$ cat config.mk
export PLATFORM = sky130hd
export DESIGN_NAME = block_xfer_seq
export DESIGN_NICKNAME = d
export VERILOG_FILES = /design/src/rtl/block_xfer_seq_pkg.sv /design/src/rtl/block_xfer_seq_lsb_pick.sv /design/src/rtl/block_xfer_seq.sv
export SDC_FILE = /design/constraint.sdc
export NUM_CORES = 1
export LEC_CHECK = 0
export BUFFER_PORTS_ARGS = -buffer_cell sky130_fd_sc_hd__buf_2
export CAP_MARGIN = 10
export CELL_PAD_IN_SITES_DETAIL_PLACEMENT = 0
export CELL_PAD_IN_SITES_GLOBAL_PLACEMENT = 1
export CORE_UTILIZATION = 35
export DETAILED_ROUTE_END_ITERATION = 10
export GPL_TIMING_DRIVEN = 0
export PLACE_DENSITY_LB_ADDON = 0.08
export SLEW_MARGIN = 20
export SYNTH_ARGS = -nofsm -noshare
export SYNTH_HDL_FRONTEND = slang
export SYNTH_SLANG_ARGS = --single-unit
$ cat constraint.sdc
create_clock -name clk -period 7.38 [get_ports clk]
set_input_delay 1.107 -clock clk [delete_from_list [all_inputs] [get_ports clk]]
set_output_delay 1.107 -clock clk [all_outputs]
set_load 0.02 [all_outputs]
$ cat src/rtl/block_xfer_seq_pkg.sv
// Shared types and constants for the block transfer sequencer.
// The StWb state only exists when BLOCK_XFER_WB_EN is defined.
package block_xfer_seq_pkg;

    localparam int unsigned WORD_BYTES = 4;

`ifdef BLOCK_XFER_WB_EN
    typedef enum logic [1:0] {
        StIdle = 2'd0,
        StXfer = 2'd1,
        StWb   = 2'd2,
        StDone = 2'd3
    } state_e;
`else
    typedef enum logic [1:0] {
        StIdle = 2'd0,
        StXfer = 2'd1,
        StDone = 2'd3
    } state_e;
`endif

    // Addressing mode encoded as {pre, up}.
    typedef enum logic [1:0] {
        ModeDa = 2'b00,
        ModeIa = 2'b01,
        ModeDb = 2'b10,
        ModeIb = 2'b11
    } mode_e;

    function automatic logic [4:0] popcount16(logic [15:0] mask);
        logic [4:0] cnt;
        cnt = '0;
        for (int i = 0; i < 16; i++) begin
            cnt = cnt + 5'(mask[i]);
        end
        return cnt;
    endfunction

    function automatic logic [31:0] block_span(logic [4:0] n);
        return 32'(n) * 32'(WORD_BYTES);
    endfunction

    // Lowest address of the block; words are always transferred upward from here.
    function automatic logic [31:0] first_addr(logic [31:0] base, mode_e mode, logic [4:0] n);
        logic [31:0] span;
        logic [31:0] addr;
        span = block_span(n);
        unique case (mode)
            ModeIa:  addr = base;
            ModeIb:  addr = base + 32'(WORD_BYTES);
            ModeDa:  addr = base - span + 32'(WORD_BYTES);
            default: addr = base - span;
        endcase
        return addr;
    endfunction

endpackage

$ cat src/rtl/block_xfer_seq_lsb_pick.sv
// Lowest-set-bit selector for the 16-bit register mask (purely combinational).
module lsb_pick (
    input  logic [15:0] mask_i,
    output logic [3:0]  idx_o,
    output logic        none_o
);

    always_comb begin
        idx_o  = 4'd0;
        none_o = 1'b1;
        for (int i = 15; i >= 0; i--) begin
            if (mask_i[i]) begin
                idx_o  = 4'(i);
                none_o = 1'b0;
            end
        end
    end

endmodule

$ cat src/rtl/block_xfer_seq.sv
// Multi-register load/store sequencer (LDM/STM) with IA/IB/DA/DB addressing.
// Define BLOCK_XFER_WB_EN to enable base register writeback (StWb state).
module block_xfer_seq
    import block_xfer_seq_pkg::*;
(
    input  logic        clk,
    input  logic        rst,
    input  logic        start,
    input  logic        is_load,
    input  logic [15:0] reg_list,
    input  logic [3:0]  base_idx,
    input  logic [31:0] base_val,
    input  logic        up,
    input  logic        pre,
    input  logic        wback,
    input  logic [31:0] rf_rdata,
    input  logic        mem_ready,
    input  logic [31:0] mem_rdata,
    output logic        busy,
    output logic        done,
    output logic        mem_req,
    output logic        mem_we,
    output logic [31:0] mem_addr,
    output logic [31:0] mem_wdata,
    output logic [3:0]  rf_idx,
    output logic        rf_latch,
    output logic [31:0] rf_wdata,
    output logic        pc_loaded
);

    state_e      state_q;
    logic [15:0] mask_q;
    logic [31:0] addr_q;
    logic        we_q;
    logic [3:0]  idx_q;

    logic [15:0] pick_mask;
    logic [3:0]  pick_idx;
    logic        pick_none;
    logic        in_xfer;
    logic        ld_word;

`ifdef BLOCK_XFER_WB_EN
    logic [3:0]  base_idx_q;
    logic [31:0] wb_val_q;
    logic        wb_go_q;
`else
    logic unused_wb_inputs;
    assign unused_wb_inputs = ^{wback, base_idx};
`endif

    // In IDLE the picker looks at the incoming list; in XFER at what remains after this word.
    always_comb begin
        pick_mask = mask_q & ~(16'd1 << idx_q);
        if (state_q == StIdle) begin
            pick_mask = reg_list;
        end
    end

    lsb_pick u_lsb_pick (
        .mask_i (pick_mask),
        .idx_o  (pick_idx),
        .none_o (pick_none)
    );

    always_ff @(posedge clk) begin
        if (!rst) begin
            state_q    <= StIdle;
            mask_q     <= '0;
            addr_q     <= '0;
            we_q       <= 1'b0;
            idx_q      <= '0;
`ifdef BLOCK_XFER_WB_EN
            base_idx_q <= '0;
            wb_val_q   <= '0;
            wb_go_q    <= 1'b0;
`endif
        end else begin
            unique case (state_q)
                StIdle: begin
                    if (start) begin
                        mask_q  <= reg_list;
                        we_q    <= ~is_load & ~pick_none;
                        idx_q   <= pick_idx;
                        addr_q  <= pick_none ? '0 :
                                   first_addr(base_val, mode_e'({pre, up}), popcount16(reg_list));
                        state_q <= pick_none ? StDone : StXfer;
`ifdef BLOCK_XFER_WB_EN
                        base_idx_q <= base_idx;
                        wb_val_q   <= up ? base_val + block_span(popcount16(reg_list))
                                         : base_val - block_span(popcount16(reg_list));
                        // A loaded base wins over the writeback value.
                        wb_go_q    <= wback & ~(is_load & reg_list[base_idx]);
`endif
                    end
                end
                StXfer: begin
                    if (mem_ready) begin
                        mask_q <= pick_mask;
                        if (pick_none) begin
                            addr_q <= '0;
                            we_q   <= 1'b0;
`ifdef BLOCK_XFER_WB_EN
                            idx_q   <= wb_go_q ? base_idx_q : 4'd0;
                            state_q <= wb_go_q ? StWb : StDone;
`else
                            idx_q   <= '0;
                            state_q <= StDone;
`endif
                        end else begin
                            addr_q <= addr_q + 32'(WORD_BYTES);
                            idx_q  <= pick_idx;
                        end
                    end
                end
`ifdef BLOCK_XFER_WB_EN
                StWb: begin
                    idx_q   <= '0;
                    state_q <= StDone;
                end
`endif
                StDone: begin
                    state_q <= StIdle;
                end
                default: begin
                    state_q <= StIdle;
                end
            endcase
        end
    end

    always_comb begin
        in_xfer   = (state_q == StXfer);
        ld_word   = in_xfer & mem_ready & ~we_q;
        busy      = (state_q != StIdle);
        done      = (state_q == StDone);
        mem_req   = in_xfer;
        mem_we    = we_q;
        mem_addr  = {addr_q[31:2], 2'b00};
        rf_idx    = idx_q;
        mem_wdata = (in_xfer & we_q) ? rf_rdata : '0;
        rf_latch  = ld_word;
        rf_wdata  = ld_word ? mem_rdata : '0;
        pc_loaded = ld_word & (idx_q == 4'd15);
`ifdef BLOCK_XFER_WB_EN
        if (state_q == StWb) begin
            rf_latch = 1'b1;
            rf_wdata = wb_val_q;
        end
`endif
    end

endmodule

==> Yosys cells after proc, flatten, opt, wreduce, memory -nomap -nowiden <==
Index checks and enable logic that the tools add are counted.
{ "word_totals": {"reg_bits": 55, "inputBits": 124, "wordCells": 107, "output_inout_bits": 106} }
{ "op_classes": {"n_bitwise": 10, "n_reduce_logical": 7, "n_eq_ne": 8, "add_sub_neg": 19, "muxes": 57, "shifts": 1} }
{ "op_table": {"columns": ["operator", "count"], "rows": [
  ["two-way mux 32 bit", 6],
  ["adder 32 x 3 -> 32 bit, second input constant", 3],
  ["case mux 32 bit (3 select lines)", 1],
  ["two-way mux 4 bit", 19],
  ["case mux 32 bit (2 select lines)", 1],
  ["adder 5 x 1 -> 5 bit", 11],
  ["two-way mux 16 bit", 3],
  ["case mux 16 bit (2 select lines)", 1],
  ["subtractor 32 x 7 -> 32 bit", 1],
  ["two-way mux 1 bit", 19],
  ["bitwise AND 16 bit", 1],
  ["inverter 16 bit", 1],
  ["left shift 1 x 4 -> 16 bit, first input constant", 1],
  ["two-way mux 2 bit", 4],
  ["case mux 4 bit (2 select lines)", 1],
  ["AND reduction 3 bit", 2],
  ["adder 4 x 1 -> 5 bit", 1],
  ["bitwise AND 1 bit", 5],
  ["adder 3 x 1 -> 4 bit", 1],
  ["equality test 2 x 1 -> 1 bit, second input constant", 2],
  ["equality test 2 bit, second input constant", 2],
  ["equality test 4 bit, second input constant", 1],
  ["logical NOT 2 bit", 2],
  ["!= test 2 bit, second input constant", 2],
  ["other kinds (8)", 11]
]} }

==> Logic depth before layout (Yosys ltp) <==
Gate-level depths: netlist of the first run.
{ "logic_depth": {"depth_word": 24, "mapped_depth": 24, "depth_no_buf": 23} }

==> Hierarchy <==
A second synthesis of the first run with hierarchy kept.
{ "unflattened": {"cells_unflattened": 1033, "area_unflattened_um2": 6965.4} }
{ "by_module_without_submodules": {"columns": ["mod", "instances", "cells_per_inst", "seq_area_each_um2", "area_per_inst_um2"], "rows": [
  ["block_xfer_seq", 1, 1000, 1061.0, 6774.0],
  ["lsb_pick", 1, 33, 0.0, 191.4]
]} }

==> Worst setup path before layout of the first run <==
Ideal clock, no wire load.
{ "synth_path": {"path_type": "input port to flip-flop", "startpoint": "input reg_list[0]", "endpoint": "register addr_q[30]", "setup_time_ns": 0.060, "required_ns": 7.320, "slack_ns": 0.517, "arrival_ns": 6.803, "path_buffers": 1, "stages": 20, "path_cell_list": "inv_1 -> fa_1 -> fa_1 -> fa_1 -> fa_1 -> inv_1 -> ha_1 -> inv_1 -> fa_1 -> fa_1 -> a211oi_1 -> o211ai_1 -> clkbuf_1 -> nor3_2 -> nand2_1 -> or3_1 -> or2_1 -> o211a_1 -> a2111oi_0 -> a22o_1"} }
{ "synth_via": {"elab_chain_len": 21, "elab_cells_between_ends": 25, "cone_classes": "add/sub (17); mux (8)"} }
{ "synth_lines": {"columns": ["item", "line", "source"], "rows": [
  ["start: declaration", "block_xfer_seq.sv:10", "input logic [15:0] reg_list,"],
  ["adder 1 x 1 -> 2 bit", "block_xfer_seq_pkg.sv:34", "cnt = cnt + 5'(mask[i]);"],
  ["adder 2 x 1 -> 3 bit", "block_xfer_seq_pkg.sv:34", null],
  ["adder 3 x 1 -> 4 bit", "block_xfer_seq_pkg.sv:34", null],
  ["adder 4 x 1 -> 5 bit", "block_xfer_seq_pkg.sv:34", null],
  ["adder 5 x 1 -> 5 bit (11 in a row)", "block_xfer_seq_pkg.sv:34", null],
  ["subtractor 32 x 7 -> 32 bit", "block_xfer_seq_pkg.sv:51, block_xfer_seq_pkg.sv:52", null],
  ["adder 32 x 3 -> 32 bit", "block_xfer_seq_pkg.sv:51", "ModeDa: addr = base - span + 32'(WORD_BYTES);"],
  ["case mux 32 bit (3 select lines)", "block_xfer_seq_pkg.sv:48", "unique case (mode)"],
  ["two-way mux 32 bit", "block_xfer_seq.sv:85", "addr_q <= pick_none ? '0 :"],
  ["two-way mux 32 bit", "block_xfer_seq.sv:81", "if (start) begin"],
  ["case mux 32 bit (2 select lines) *", "block_xfer_seq.sv:79", "unique case (state_q)"],
  ["end signal: assignment", "block_xfer_seq.sv:85", null],
  ["end signal: assignment", "block_xfer_seq.sv:111", "addr_q <= addr_q + 32'(WORD_BYTES);"],
  ["end: declaration", "block_xfer_seq.sv:33", "logic [31:0] addr_q;"]
]} }
Every way passes the cells marked *; elsewhere a longest branch is shown, timed or not. The select of a mux whose other input is x is not followed.
A chain may end at the register's enable or synchronous reset.

==> Worst setup path in the final report of the first run <==
{ "layout_path": {"startpoint": "input reg_list[3]", "endpoint": "register addr_q[30]"} }
{ "layout_via": {"elab_chain_len": 19, "elab_cells_between_ends": 26, "cone_classes": "add/sub (15); mux (11)"} }
{ "layout_lines": {"columns": ["item", "line"], "rows": [
  ["adder 3 x 1 -> 4 bit", "block_xfer_seq_pkg.sv:34"],
  ["adder 4 x 1 -> 5 bit", "block_xfer_seq_pkg.sv:34"],
  ["adder 5 x 1 -> 5 bit (11 in a row)", "block_xfer_seq_pkg.sv:34"],
  ["subtractor 32 x 7 -> 32 bit", "block_xfer_seq_pkg.sv:51, block_xfer_seq_pkg.sv:52"],
  ["adder 32 x 3 -> 32 bit", "block_xfer_seq_pkg.sv:51"],
  ["case mux 32 bit (3 select lines)", "block_xfer_seq_pkg.sv:48"],
  ["two-way mux 32 bit", "block_xfer_seq.sv:85"],
  ["two-way mux 32 bit", "block_xfer_seq.sv:81"],
  ["case mux 32 bit (2 select lines) *", "block_xfer_seq.sv:79"]
]} }
Marked as above.

==> results of run 1 <==
## what timing repair did
action,4_1_cts,5_1_grt
hold endpoints to repair,0,0
pin swaps,0,16
endpoints found under the setup margin,11,21
buffers inserted,1,15
resized for setup,13,38
hold buffers,0,0
## per-stage QoR
stage	TNS, ns	cell area, um2	setup slack [ns]
finish	0	9150	0.217
global route	-0.0500	9150	-0.0500
CTS	-0.0412	8880	-0.0246
detailed placement	-7.22	8670	-0.597
global placement	-6.94	8670	-0.544
floorplan	0	7280	0.517
## worst reg2reg max path, cell delays in order (launching register included)
cell and delay, ns:
sky130_fd_sc_hd__dfxtp_1 0.32, sky130_fd_sc_hd__clkbuf_1 0.46, sky130_fd_sc_hd__buf_1 0.49, sky130_fd_sc_hd__mux2i_1 0.15, sky130_fd_sc_hd__a21oi_1 0.27, sky130_fd_sc_hd__nor3_1 0.09, sky130_fd_sc_hd__o211ai_1 0.51, sky130_fd_sc_hd__nand2_1 0.51
sky130_fd_sc_hd__nor2_1 0.63, sky130_fd_sc_hd__nand2_1 0.35, sky130_fd_sc_hd__o22ai_1 0.21, sky130_fd_sc_hd__a41o_1 0.11
## synth_stat cells (5+ instances only)
master and count:
sky130_fd_sc_hd__nand2_1 114, sky130_fd_sc_hd__xor2_1 28, sky130_fd_sc_hd__dfxtp_1 53, sky130_fd_sc_hd__o31ai_1 6, sky130_fd_sc_hd__a21oi_1 92, sky130_fd_sc_hd__or4_1 5
sky130_fd_sc_hd__nand4_1 13, sky130_fd_sc_hd__mux2i_1 11, sky130_fd_sc_hd__ha_1 15, sky130_fd_sc_hd__o31a_1 5, sky130_fd_sc_hd__o21ai_0 91, sky130_fd_sc_hd__inv_1 40
sky130_fd_sc_hd__a22oi_1 12, sky130_fd_sc_hd__a221oi_1 11, sky130_fd_sc_hd__and2_1 37, sky130_fd_sc_hd__nor2_1 87, sky130_fd_sc_hd__clkbuf_1 67, sky130_fd_sc_hd__a21o_1 10
sky130_fd_sc_hd__nor4_1 17, sky130_fd_sc_hd__and3_1 49, sky130_fd_sc_hd__xnor2_1 34, sky130_fd_sc_hd__fa_1 11, sky130_fd_sc_hd__or2_2 7, sky130_fd_sc_hd__a31oi_1 16
sky130_fd_sc_hd__nand2b_1 10, sky130_fd_sc_hd__or3_1 15, sky130_fd_sc_hd__a211oi_1 13, sky130_fd_sc_hd__o211ai_1 8, sky130_fd_sc_hd__nor3b_1 7, sky130_fd_sc_hd__o21ai_1 6
sky130_fd_sc_hd__nor2b_1 10, sky130_fd_sc_hd__nand3_1 48, sky130_fd_sc_hd__o22ai_1 9, sky130_fd_sc_hd__a32oi_1 5, sky130_fd_sc_hd__nor3_1 43, sky130_fd_sc_hd__buf_1 8
## power breakdown
part | total, mW | switching, mW | leakage [nW] | internal (mW)
sequential | 0.344 | 0.0332 | 0.435 | 0.311
combinational | 1.06 | 0.656 | 3.37 | 0.405
clock | 0.242 | 0.108 | 0.0700 | 0.134
total | 1.65 | 0.797 | 3.88 | 0.850
## layout make-up
cell class	count	area [um2]	share of cell area, %
plain buffers	80	330	3.61
well taps	270	338	3.69
multi-input cells	922	5940	65.0
repair buffers	226	1170	12.8
inverters	43	161	1.76
flip-flops and latches	53	1060	11.6
clock buffers	7	143	1.56
## placed cells by master, fill, tap and decap left out, drive strengths merged, types with 28 or more instances in the layout
cell type  Yosys  final
a21oi         92     92
and2          40     40
and3          49     49
buf           14    240
clkbuf        67     73
dfxtp         53     53
inv           41     41
nand2        114    114
nand3         49     49
nor2          87     87
nor3          46     46
o21ai         97     97
xnor2         34     34
xor2          28     28
## logic make-up after synthesis
| group | Yosys count | share of synthesized area, % |
|---|---|---|
| and+or+nand+nor | 490 | 35.4 |
| AOI/OAI and AO/OA | 326 | 28.0 |
| buffers and inverters | 124 | 6.65 |
| xor gates and xnor gates | 62 | 7.46 |
| DFF | 53 | 14.6 |
| adders and majority gates | 26 | 5.61 |
| muxes | 16 | 2.29 |
| other | 1 | 0.0515 |
## sequential cells by signal, summed over array words and instances, names as in the netlist
| name | count |
|---|---|
| mem_we | 1 |
| state_q | 2 |
| mask_q | 16 |
| rf_idx | 4 |
| addr_q | 30 |
## layer usage
layer  global-route usage (%)  up-vias  routed length [um]
met5                        0        -                   0
met4                     9.17        0                 907
met3                     2.19       52                1780
met2                     51.9      375               15700
met1                     36.5     4227               13700
li1                         -     4450                   -
## final timing paths
check,from,to,slack (ns),depth (start not counted)
hold / removal,mask_q[9],mask_q[9],0.50,2
setup / recovery,reg_list[3],addr_q[30],0.22,25
hold reg to reg,mask_q[9],mask_q[9],0.50,2
setup reg to reg,rf_idx[0],addr_q[13],3.23,11
==> key figures, run 1 <==
Clocking
  • Root Buffer Master: sky130_fd_sc_hd__clkbuf_16
  • Clock buffer depth: 2
  • Number of sinks handled by clock tree synthesis: 53
  • H-tree level count: 2
  • Number of buffers created by CTS: 5
  • Clock tree from TritonCTS: built
  • Clock latency on the worst-skew pair: 0.30 ns
  • Clock transition at the registers of the reported paths: 0.07 ns

Synthesis
  • Fraction of synthesis flops using an asynchronous set or reset pin: 0%
  • Count of flip-flops with a built-in enable after synthesis: 0
  • Leading register cell type out of synthesis: sky130_fd_sc_hd__dfxtp_1
  • Synth unique cells: 84
  • Sequential area share after synthesis: 14.6%
  • Synthesis-stage register bit count: 53
  • Average footprint of a synthesized cell: 6.63 um2
  • Cell area after technology mapping: 7280 um2
  • Synth warnings: 0
  • Post-Syn Instances: 1098
  • Area share of the largest cell type after synthesis: 14.6%
  • Cell accounting for the most synthesized area: sky130_fd_sc_hd__dfxtp_1
  • Cell types with the largest area share after synthesis: sky130_fd_sc_hd__dfxtp_1 (15%), sky130_fd_sc_hd__a21oi_1 (6.3%), sky130_fd_sc_hd__o21ai_0 (6.3%)

Power and ir drop
  • PnR Total Power: 1.65 mW
  • Leakage power summed over all cells: 3.88 nW
  • Cell Pwr Density: 180 nW/um2
  • Worst vdd rail ir drop: 0.000157 V

STA
  • Worst hold slack after final layout: 0.497 ns
  • Pin slew with the least headroom to its limit: 0.839 ns
  • # setup viols final: 0
  • Final count of hold timing violations: 0
  • Clock period minus worst slack: 7.16 ns
  • Maximum clock frequency: 0.140 GHz
  • Unrepaired setup endpoints after global routing: true
  • Post-Route Skew: 0.0117 ns
  • Final worst-path cycle share: 97.1%
  • Final slew viol count: 0
  • Headroom to the max-slew limit: 43.9%

Die
  • Effective utilization at floorplan: 35.8%
  • Top-level port count: 230
  • Die Footprint: 21400 um2
  • Die Ht: 146 um
  • Core area: 20300 um2
  • Die W: 146 um
  • # rows: 52

Placed design
  • Placed instance count: 1579
  • Buffers on Ports: 210
  • Estimated wirelength of the detail-placed design: 25600 um
  • GP Congestion: 0.938

Critical path
  • Cell at the slowest stage of the critical path: sky130_fd_sc_hd__fa_1
  • Kind of cell with the highest combined delay on the critical path: adder cells
  • Most frequent cell on the critical path: sky130_fd_sc_hd__fa_1
  • Maximum fanout count along the critical path: 10
  • Data required time of the worst path: 7.57 ns
  • Type of element launching the critical path: input port
  • Critical path class: input port to flip-flop
  • Endpoint kind of the worst setup timing path: flip-flop
  • CP max stage delay: 0.61 ns
  • Arrival time of data at the critical path endpoint: 7.35 ns
  • Number of buffers and inverters on the critical path: 6

Route
  • DRC violations left: 0
  • Number of nets with antenna violations after detailed routing: 0
  • Initial DRC Count: 646
  • Final Routed Wirelength: 32000 um
  • Mean number of vias per cell: 5.69
  • Overall via count from detail_route: 9104
  • First-pass iteration count of the detailed router: 5
  • Wire length per cell after detailed routing: 20.0 um

Run
  • Max-capacitance violation count: 0

GRT
  • Wire length of the first global-routing pass: 48600 um
  • Vias in the first global route: 8320
  • Congestion Overflow GR: 0
  • Tot GR Track Use: 28.9%
  • Maximum number of pins on one net before global-route repair: 15
  • Antenna violations before repair: 0

Outcome
  • Outcome: completed

Cells and area
  • Fillers: 2229
  • Final Core Density: 45.1%
  • Final antenna diode count: 0
  • Share of post-route cells with drive strength above 1: 22.6%
  • Post-Layout Cell Count: 1601
  • Area Growth Syn to Fin: 25.7%
  • Number of nets in the final layout: 1481

Worst hold path
  • Class of the tightest hold or removal check: flip-flop to flip-flop
(Power assumes the default switching activity.)
==> run 2, diff against run 1 <==
ABC_CLOCK_PERIOD_IN_PS = 7380   (was unset)
MAX_ROUTING_LAYER = met4   (was unset)
==> key figures, run 2 (synthesis results as in run 1) <==
STA
  • Final count of hold timing violations: 0
  • Final worst-path cycle share: 96.8%
  • Clock period minus worst slack: 7.14 ns
  • # setup viols final: 0
  • Final slew viol count: 0
  • Maximum clock frequency: 0.140 GHz
  • Headroom to the max-slew limit: 42.4%
  • Sum of negative setup slack: 0 ns
  • Pin slew with the least headroom to its limit: 0.862 ns
  • Post-Route Skew: 0.0112 ns
  • Worst hold slack after final layout: 0.507 ns

Placed design
  • Post-place instance area: 8670 um2
  • Buffers on Ports: 210
  • GP Congestion: 0.968
  • Estimated wirelength of the detail-placed design: 25900 um

Route
  • Wire length per cell after detailed routing: 20.3 um
  • Initial DRC Count: 658
  • Mean number of vias per cell: 5.70
  • Overall via count from detail_route: 9121
  • Final Routed Wirelength: 32500 um
  • First-pass iteration count of the detailed router: 6
  • Number of nets with antenna violations after detailed routing: 0
  • DRC violations left: 0

Cells and area
  • Biggest register: addr_q
  • Area Growth Syn to Fin: 25.3%
  • Most used cells in the layout excluding fill and tap cells: sky130_fd_sc_hd__buf_2 (212), sky130_fd_sc_hd__nand2_1 (112), sky130_fd_sc_hd__a21oi_1 (92)
  • Max reg flops: 30
  • Share of post-route cells with drive strength above 1: 22.3%
  • Most frequent standard cell in the layout excluding fill and tap cells: sky130_fd_sc_hd__buf_2
  • Design Area, Final: 9120 um2
  • Number of nets in the final layout: 1479

Critical path
  • Number of buffers and inverters on the critical path: 5
  • Maximum fanout count along the critical path: 8
  • Critical-path cell list: buf_2 > inv_1 > fa_1 > fa_1 > fa_1 > fa_1 > inv_1 > ha_1 > a21o_1 > a21oi_1 > xor2_1 > ha_2 > o211a_1 > a21boi_4 > buf_12 > buf_4 > nor4_4 > and2_1 > nor3b_1 > nor4_1 > a311o_1 > o31ai_1 > a211oi_1 > a221oi_2
  • Cell count of the worst reg-to-reg path: 11
  • Most frequent cell on the critical path: sky130_fd_sc_hd__fa_1
  • Critical path class: input port to flip-flop
  • Arrival time of data at the critical path endpoint: 7.35 ns
  • Critical Path Stages: 24
  • Endpoint kind of the worst setup timing path: flip-flop
  • Type of element launching the critical path: input port
  • Kind of cell with the highest combined delay on the critical path: adder cells
  • Cell at the slowest stage of the critical path: sky130_fd_sc_hd__fa_1
  • Data required time of the worst path: 7.59 ns
  • CP max stage delay: 0.61 ns
  • Internal reg-to-reg setup slack: 3.14 ns

Power and ir drop
  • Int Pwr: 0.853 mW
  • Cell Pwr Density: 183 nW/um2
  • Combinational share of power: 64.4%
  • Leakage power summed over all cells: 3.87 nW
  • Portion of total power attributed to sequential cells: 20.6%
  • PnR Total Power: 1.67 mW
  • Worst vdd rail ir drop: 0.000157 V
  • Sw power: 0.816 mW
  • Share of power burned in the clock network: 15.0%
  • Switching portion of total power: 48.9%

Clocking
  • Root Buffer Master: sky130_fd_sc_hd__clkbuf_16
  • Clock buffer depth: 2
  • Clock latency on the worst-skew pair: 0.31 ns
  • Clock tree from TritonCTS: built
  • Clock transition at the registers of the reported paths: 0.08 ns
  • Number of sinks handled by clock tree synthesis: 53
  • H-tree level count: 2
  • Number of buffers created by CTS: 5

Die
  • Effective utilization at floorplan: 35.8%
  • Die Ht: 146 um
  • Core area: 20300 um2
  • Die W: 146 um
  • Top-level port count: 230
  • Die Footprint: 21400 um2
  • # rows: 52

Worst hold path
  • Class of the tightest hold or removal check: flip-flop to flip-flop
  • Worst Hold Depth: 2

GRT
  • Congestion Overflow GR: 0
  • Tot GR Track Use: 30.6%
  • Maximum number of pins on one net before global-route repair: 17
  • Vias in the first global route: 8283
  • Antenna violations before repair: 1
  • Wire length of the first global-routing pass: 49500 um

Run
  • Max-capacitance violation count: 0

Outcome
  • Outcome: completed
[run 2: cell type report]
cell class	instances	area, um2
Fill cell	2271	11200
Multi-Input combinational cell	922	5920
Antenna cell	1	2.50
Clock inverter	3	17.5
Buffer	80	327
Sequential cell	53	1060
Timing Repair Buffer	224	1170
Inverter	43	161
Tap cell	270	338
Clock buffer	5	125
[run 2: worst min-delay path, delay by kind of cell, from the launching register on]
family	cells	cell delay, ns
compound gates	1	0.05
simple gates	1	0.06
flops	1	0.35
[run 2: per-layer routing]
metal / wire (um) / up-vias / track usage [%]
li1: - / 4450 / -
met1: 13700 / 4267 / 37.6
met2: 16100 / 364 / 53.6
met3: 1880 / 40 / 2.03
met4: 734 / 0 / 9.01
met5: 0 / - / -
[run 2: path summary, 6_finish.rpt]
path / startpoint / end
setup / recovery: reg_list[3] / addr_q[29]
hold reg to reg: mask_q[9] / mask_q[9]
setup reg to reg: rf_idx[0] / addr_q[13]
hold / removal: mask_q[9] / mask_q[9]
[run 2: timing repair]
item / 4_1_cts / 5_1_grt
hold buffers: 0 / 0
endpoints found under the setup margin: 12 / 18
gates resized for setup: 10 / 36
pin swaps: 3 / 15
setup buffers: 4 / 10
gates cloned: 0 / 0
[run 2: power by group through the flow]
stage | clock (mW) | combinational [mW] | sequential [mW]
2_1_floorplan | 0 | 0.642 | 0.363
3_3_place_gp | 0 | 0.944 | 0.350
3_5_place_dp | 0 | 0.951 | 0.350
4_1_cts | 0.250 | 0.980 | 0.343
5_1_grt | 0.262 | 1.17 | 0.348
6_report | 0.250 | 1.07 | 0.344
[run 2: through the flow]
stage | setup WS, ns | utilization, % | cells
after floorplan | 0.517 | - | 1099
after global placement | -0.615 | 42.7 | 1579
after detailed placement | -0.616 | 42.7 | 1579
after CTS | -0.0451 | 43.8 | 1590
after global routing | -0.00296 | 44.9 | 1601
final | 0.239 | 44.9 | 1601
